`src/rtl/keypad_scanner.sv`:
```
// 4x4 active-low keypad scanner: one debounced press -> 4-bit hex key_code + one-cycle key_valid.
// Latency: 2-flop row sync, then DEBOUNCE_CNT clks from detect to key_valid; no backpressure, pulse is fire-and-forget.
module keypad_scanner #(
  parameter int SCAN_DIV     = 48000,
  parameter int DEBOUNCE_CNT = 240000
) (
  input  logic       clk,
  input  logic       reset,
  input  logic [3:0] rows,
  output logic [3:0] cols,
  output logic [3:0] key_code,
  output logic       key_valid
);

  localparam int SW = $clog2(SCAN_DIV);
  localparam int DW = $clog2(DEBOUNCE_CNT);
  localparam logic [SW-1:0] DWELL_LAST    = SW'(SCAN_DIV - 1);
  localparam logic [SW-1:0] DWELL_SETTLED = SW'(2);
  localparam logic [DW-1:0] DB_LAST       = DW'(DEBOUNCE_CNT - 1);

  typedef enum logic [1:0] {SCAN, DEBOUNCE, HELD, RELEASE} state_t;

  state_t        state;
  logic [3:0]    sync1;
  logic [3:0]    rs;
  logic [1:0]    col_idx;
  logic [1:0]    row_idx;
  logic [SW-1:0] dwell;
  logic [DW-1:0] cnt;
  logic [1:0]    low_row;
  logic          any_low;
  logic          row_low;

  function automatic logic [3:0] col_drive(input logic [1:0] c);
    col_drive = ~(4'b0001 << c);
  endfunction

  function automatic logic [3:0] keymap(input logic [1:0] r, input logic [1:0] c);
    case ({r, c})
      4'h0: keymap = 4'h1;
      4'h1: keymap = 4'h2;
      4'h2: keymap = 4'h3;
      4'h3: keymap = 4'hA;
      4'h4: keymap = 4'h4;
      4'h5: keymap = 4'h5;
      4'h6: keymap = 4'h6;
      4'h7: keymap = 4'hB;
      4'h8: keymap = 4'h7;
      4'h9: keymap = 4'h8;
      4'hA: keymap = 4'h9;
      4'hB: keymap = 4'hC;
      4'hC: keymap = 4'hE;
      4'hD: keymap = 4'h0;
      4'hE: keymap = 4'hF;
      default: keymap = 4'hD;
    endcase
  endfunction

  // Lowest row index wins when several rows are low at detect time.
  always_comb begin
    any_low = (rs != 4'hF);
    if (!rs[0])      low_row = 2'd0;
    else if (!rs[1]) low_row = 2'd1;
    else if (!rs[2]) low_row = 2'd2;
    else             low_row = 2'd3;
  end

  assign row_low = ~rs[row_idx];

  always_ff @(posedge clk) begin
    if (!reset) begin
      state     <= SCAN;
      sync1     <= 4'hF;
      rs        <= 4'hF;
      col_idx   <= 2'd0;
      row_idx   <= 2'd0;
      cols      <= 4'b1110;
      dwell     <= '0;
      cnt       <= '0;
      key_code  <= 4'h0;
      key_valid <= 1'b0;
    end else begin
      sync1     <= rows;
      rs        <= sync1;
      key_valid <= 1'b0;
      case (state)
        SCAN: begin
          // Detect waits for dwell>=2 so rs reflects the column now driven.
          if (dwell >= DWELL_SETTLED && any_low) begin
            row_idx <= low_row;
            state   <= DEBOUNCE;
            cnt     <= '0;
            dwell   <= '0;
          end else if (dwell == DWELL_LAST) begin
            dwell   <= '0;
            col_idx <= col_idx + 2'd1;
            cols    <= col_drive(col_idx + 2'd1);
          end else begin
            dwell <= dwell + 1'b1;
          end
        end
        DEBOUNCE: begin
          if (!row_low) begin
            state <= SCAN;
            dwell <= '0;
            cnt   <= '0;
          end else if (cnt == DB_LAST) begin
            state     <= HELD;
            cnt       <= '0;
            key_code  <= keymap(row_idx, col_idx);
            key_valid <= 1'b1;
          end else begin
            cnt <= cnt + 1'b1;
          end
        end
        HELD: begin
          if (!row_low) begin
            state <= RELEASE;
            cnt   <= '0;
          end
        end
        RELEASE: begin
          if (row_low) begin
            state <= HELD;
            cnt   <= '0;
          end else if (cnt == DB_LAST) begin
            state   <= SCAN;
            cnt     <= '0;
            dwell   <= '0;
            col_idx <= col_idx + 2'd1;
            cols    <= col_drive(col_idx + 2'd1);
          end else begin
            cnt <= cnt + 1'b1;
          end
        end
        default: state <= SCAN;
      endcase
    end
  end

endmodule
```
`config.mk`:
```
export PLATFORM = sky130hd
export DESIGN_NAME = keypad_scanner
export DESIGN_NICKNAME = d
export VERILOG_FILES = /design/src/rtl/keypad_scanner.sv
export SDC_FILE = /design/constraint.sdc
export NUM_CORES = 1
export LEC_CHECK = 0
export ABC_CLOCK_PERIOD_IN_PS = 2550
export CAP_MARGIN = 20
export CORE_AREA = 2 2 89 65
export CTS_CLUSTER_SIZE = 40
export DETAILED_ROUTE_END_ITERATION = 12
export DIE_AREA = 0 0 91 67
export GPL_ROUTABILITY_DRIVEN = 0
export GPL_TIMING_DRIVEN = 0
export PLACE_DENSITY = 0.8
export SYNTH_ARGS = -nofsm -noshare
export SYNTH_HDL_FRONTEND = slang
export SYNTH_SLANG_ARGS = --single-unit
export TNS_END_PERCENT = 1
```
`constraint.sdc`:
```
create_clock -name clk -period 2.55 [get_ports clk]
set_input_delay 0.255 -clock clk [delete_from_list [all_inputs] [get_ports clk]]
set_output_delay 0.255 -clock clk [all_outputs]
set_load 0.02 [all_outputs]
```
==> out/results.tsv <==
stage	metric	value	unit
worst_setup_path	cp.required	2780	ps
outcome	status	finished, final reports clean	
min_path	hp-class	reg2reg	
power_and_ir_drop	powerDensity	846	nW/um2
worst_setup_path	endpoint_kind	flop	
cts	clk_latency	340	ps
power_and_ir_drop	p_total	2.94	mW
drt	ant_nets	0	
drt	wl	6980	um
placement	io_buffer_count	14	
grt	antenna_found_initial	0	
timing	rsz0062_at_grt	true	
worst_setup_path	startpoint_type	flop	
logic_synthesis	async_flop_share	0	
timing	hold_viol_final	0	
logic_synthesis	yosysMostFrequentCell	dfxtp_1	
floorplan	core	5170	um2
worst_setup_path	arrival	2640	ps
logic_synthesis	synthCells	354	
timing	layout_worst_path_cycle_share	0.946	
timing	worst_pin_slew	741	ps
logic_synthesis	synth_top_area_frac	0.374	
logic_synthesis	synth_area_leaders	dfxtp_1 (37%), a21oi_1 (5.6%), ha_1 (5.3%)	
timing	relSlewSlack	0.505	
drt	drt_first_pass_iters	5	
timing	max_freq	0.414	GHz
logic_synthesis	ys_ff_latch	57	
timing	worst_hold_slack	409	ps
logic_synthesis	synth_cell_types	51	
finish	syn_to_final_growth	13.9	%
logic_synthesis	syn_nets	373	
timing	setup_viol	0	
drt	drtIter0Drc	246	
cts	htree_num_levels	3	
finish	insertedDiodeCount	0	
logic_synthesis	synth_common_cells	dfxtp_1 (57), a21oi_1 (34), nand2_1 (28), nand3_1 (22), inv_1 (17)	
logic_synthesis	synth.avg_cell_area	8.62	um2
logic_synthesis	syn_area	3050	um2
floorplan	die_w	91	um
cts	cts_root_buf	clkbuf_8	
cts	clkSinkCount	57	
finish	drive_gt1_frac	0.109	
placement	dp.final_hpwl	4990	um
drt	wl_per_cell	15.3	um
grt	grt_max_degree	12	
floorplan	row_count	22	
cts	numCtsBuffers	9	
floorplan	initial_utilization	0.590	
cts	clkTransAtPathRegs	70	ps
drt	drcViolationCount	0	
drt	viasPerCell	6.06	
grt	grt_usage	0.246	
timing	clock_skew	8.59	ps
finish	fillers	458	
logic_synthesis	synth-seq-area-share	0.374	
timing	fin_crit	2410	ps
finish	fin_nets	398	
finish	regArea	1140	um2
power_and_ir_drop	p_leak	1.17	nW
timing	report.final.slew_viol_count	0	
floorplan	ioPinCount	15	
placement	place_area	3280	um2
finish	utilization	0.672	
finish	multiInputGateArea	1780	um2
logic_synthesis	synth_ff_type	dfxtp_1	
cts	ctsHoldBuffers	0	
grt	grt_pass1_wl	11700	um
finish	design_area	3480	um2
logic_synthesis	synth-edff-count	0	
flow_run	maxCapViolCount	0	
grt	grt_pass1_vias	2501	
cts	cts_tree	yes	
cts	clockBufferDepth	2	
drt	dr_total_vias	2762	
floorplan	die_h	67	um
worst_setup_path	path_class	reg2reg	
power_and_ir_drop	ir_drop	539	uV
floorplan	dieArea	6100	um2
worst_setup_path	crit_path_max_fanout	10	
logic_synthesis	synth_top_cell_by_area	dfxtp_1	
logic_synthesis	yosys_warnings	0	
grt	grt-ovfl-total	0	
timing	setup-tns-final	0	ps
-- worst max-delay path, cell delays in order (launching register included) --
cell      delay (ps)
dfxtp_1          320
buf_6            130
mux4_2           610
mux2_4           320
or3b_4           250
buf_2            220
clkbuf_4         240
nand4b_1         130
nand3_1           70
-- cell families (layout without fill, tap and decap cells) --
group                      after synthesis  in the layout  share of synthesized area
and+or+nand+nor                        148            148                      0.279
AOI/OAI and AO/OA                       85             85                      0.178
DFF                                     57             57                      0.374
buffers and inverters                   34             64                     0.0496
muxes                                   15             15                     0.0607
adders and majority gates               13             13                     0.0533
xor gates and xnor gates                 2              2                    0.00574
-- placed cells by master (no fill, tap or decap), types with 3 or more instances in the layout --
cell,netlist,routed
clkdlybuf4s50_1,0,14
o21ai_0,15,15
a21oi_1,34,34
nor3_1,4,4
or3_1,13,13
nand2_1,28,28
buf_2,7,6
clkbuf_8,0,9
dfxtp_1,57,57
ha_1,13,13
clkinvlp_4,0,3
clkbuf_1,8,7
nand4_1,12,12
o41ai_1,4,4
nor2_1,14,14
nand2b_1,15,15
or4_1,16,16
nand3_1,22,22
o31ai_1,13,12
and2_1,5,5
mux2_2,4,4
clkinv_2,0,3
and4_1,4,4
a211oi_1,3,3
mux2i_1,8,8
a41oi_1,3,3
inv_1,17,17
-- cell type report --
| cell class | instances | share of cell area |
|---|---|---|
| Multi-Input combinational cell | 263 | 0.512 |
| Buffer | 17 | 0.0263 |
| Tap cell | 72 | 0.0259 |
| Timing Repair Buffer | 14 | 0.0403 |
| Sequential cell | 57 | 0.328 |
| Inverter | 17 | 0.0183 |
| Clock buffer | 9 | 0.0356 |
| Clock inverter | 7 | 0.0133 |
-- per-stage QoR --
stage               setup slack (ps)  cells
floorplan                        382    354
global placement                69.6    440
detailed placement              25.9    440
CTS                             1.49    456
global route                    -102    456
finish                           137    456
-- registers in the layout, summed over array words and instances (netlist names), named ones only --
signal	cells
row_idx	2
col_idx	2
key_valid	1
state	1
dwell	16
cols	4
key_code	4
sync1	4
rs	4
cnt	18
-- per-layer routing --
layer  GRT usage  vias to the layer above  part of all wire
li1            -                     1381                 -
met1       0.322                     1263              0.47
met2       0.385                      110              0.44
met3      0.0645                        8             0.073
met4       0.106                        0             0.013
met5           0                        -                 0
-- power breakdown --
group / switching [mW] / internal (mW) / leakage [nW]
Combinational: 0.720 / 0.445 / 0.630
Clock: 0.392 / 0.349 / 0.0814
Sequential: 0.0734 / 0.963 / 0.463
Total: 1.19 / 1.76 / 1.17
-- path summary, 6_finish.rpt --
path               from       end  slack [ps]  cells past startpoint
min reg2reg    sync1[1]     rs[1]         410                      1
max reg2reg  row_idx[0]  dwell[6]         140                      8
max          row_idx[0]  dwell[6]         140                      8
min            sync1[1]     rs[1]         410                      1
-- repair_timing --
action | in CTS | in global routing
resized for setup | 0 | 7
buffers inserted | 0 | 0
setup endpoints to repair | 0 | 34
hold endpoints to repair | 0 | 0
Power figures use the tool's default switching activity.
==> variant, RTL diff (same settings) <==
Change the parameter `SCAN_DIV` from 48000 to 96000.
--- a/src/rtl/keypad_scanner.sv
+++ b/src/rtl/keypad_scanner.sv
@@ -2,5 +2,5 @@
 // Latency: 2-flop row sync, then DEBOUNCE_CNT clks from detect to key_valid; no backpressure, pulse is fire-and-forget.
 module keypad_scanner #(
-  parameter int SCAN_DIV     = 48000,
+  parameter int SCAN_DIV     = 96000,
   parameter int DEBOUNCE_CNT = 240000
 ) (
Behaviour: no difference found for any inputs over 10 cycles, from zero or initial values and one cycle with reset low; that may be too few to reach the edited logic, so the function may still have changed.
==> variant against the unedited design <==
  * Area after synthesis increased by 4.7%
  * Routed wire length up 13%
  * Worst setup slack gained 0.054 ns
  * First-iteration DRC count fell by 10%
  * Largest cell class unchanged
  * Die area stayed put
  * Largest power group is now sequential cells
  * Critical path depth down 1
  * Sequential cell count up 1
  * Via count rose by 10%
  * Synthesized cell count increased by 1.7%
  * Final area up 4.5%
  * Global-route usage grew 3.6 points
  * Power down 2.1%
==> variant: results (changes against the unedited design) <==
run status=finished clean (unchanged); largest net degree at the start of global routing=13 (was 12); relative slew slack=0.594 (was 0.505); layout net count=404 (was 398); clk root buf=clkbuf_8 (unchanged); clock latency at the later pin of the worst-skew pair=0.36 ns (was 0.34 ns); Synth Area in Compound Gates=0.230 (was 0.178); Peak VDD IR=0.388 mV (was 0.539 mV); Sw Share=0.393 (was 0.403); met1 Use GR=0.386 (was 0.322); Adder-Cell Fraction of Synth Area=0.0509 (was 0.0533); ANT cells=0 (unchanged); synthesized net count=379 (was 373); dpl cell area=0.00343 mm2 (was 0.00328 mm2); Worst Path Arrival=2.61 ns (was 2.64 ns); DP HPWL=5450 um (was 4990 um); Synth cell types=53 (was 51); Met3 Wirelength=664 um (was 512 um); Synth top cells by count=dfxtp_1, o31ai_1, or4_1, a211oi_1, a21oi_1 (was dfxtp_1, a21oi_1, nand2_1, nand3_1, inv_1); leakage=1.18 nW (was 1.17 nW); DR iter-0 viols=221 (was 246); grt met2 use=0.426 (was 0.385); reg2reg end=cnt[2] (was dwell[6]); most area-consuming cells after synthesis=dfxtp_1, o31ai_1, or4_1 (was dfxtp_1, a21oi_1, ha_1); crit end category=flop (unchanged); register area share after synthesis=0.363 (was 0.374); final WL=7890 um (was 6980 um); fraction of layout cells with a size suffix above 1=0.118 (was 0.109); M3 GR Usage=0.0747 (was 0.0645); Hold WC Path Type=reg -> reg (unchanged); GRT Util Overall=0.282 (was 0.246); R2R cell count=7 (was 8); multiplexer area fraction after synthesis=0.0333 (was 0.0607); Placement Setup Slack=0.121 ns (was 0.0259 ns); vias in the first global route=2766 (was 2501); xor and xnor fraction of the mapped netlist area=0.0137 (was 0.00574); port bufs=14 (unchanged); DR vias/cell=6.58 (was 6.06); largest registers=cnt (18), dwell (17) (was cnt (18), dwell (16)); number of iterations in the first detailed-routing pass=7 (was 5); Yosys reg bits=58 (was 57)
==> variant: power groups by stage <==
stage | clock [mW] | sequential, mW | combinational, mW
2_1_floorplan | 0 | 1.01 | 0.740
3_3_place_gp | 0 | 1.02 | 0.955
3_5_place_dp | 0 | 1.02 | 0.976
4_1_cts | 0.881 | 0.998 | 0.986
5_1_grt | 0.930 | 1.01 | 1.10
6_report | 0.878 | 1.00 | 1.00
==> variant: worst min-delay path by stage <==
stage             start     to  slack, ns  depth (start not counted)
3_5_place_dp   sync1[1]  rs[1]       0.39                          1
5_1_grt        sync1[1]  rs[1]       0.42                          1
2_1_floorplan     reset  rs[2]       0.33                          1
3_3_place_gp   sync1[3]  rs[3]       0.39                          1
4_1_cts        sync1[1]  rs[1]       0.41                          1
6_report       sync1[0]  rs[0]       0.41                          1
==> variant: logic make-up after synthesis <==
kind of cell	count (synthesis)
AND/OR/NAND/NOR	137
AO/OA/AOI/OAI	102
flip-flops	58
buffers and inverters	37
adder cells (fa/ha/maj)	13
multiplexers	8
XOR/XNOR	5
==> variant: layout make-up <==
type,instances,area [um2]
clock inverter,7,77.6
multi-input combinational,265,1870
clock buffer,9,124
sequential,58,1160
buffer,21,113
tap,72,90.1
timing repair buffer,14,140
fill,425,1540
inverter,16,60.1
==> variant: metrics by stage <==
step                      hold WS [ns]  std cells
after CTS                        0.411        462
after detailed placement         0.393        446
after global placement           0.389        446
after global routing             0.425        462
final                            0.409        462
after floorplan                  0.328        360
==> variant: critical path, cell delays in order, from the launching register on <==
cell	delay [ns]
dfxtp_1	0.31
buf_4	0.16
mux4_2	0.63
mux2i_1	0.31
a21oi_1	0.16
o21ai_2	0.36
buf_4	0.25
nor2_1	0.07
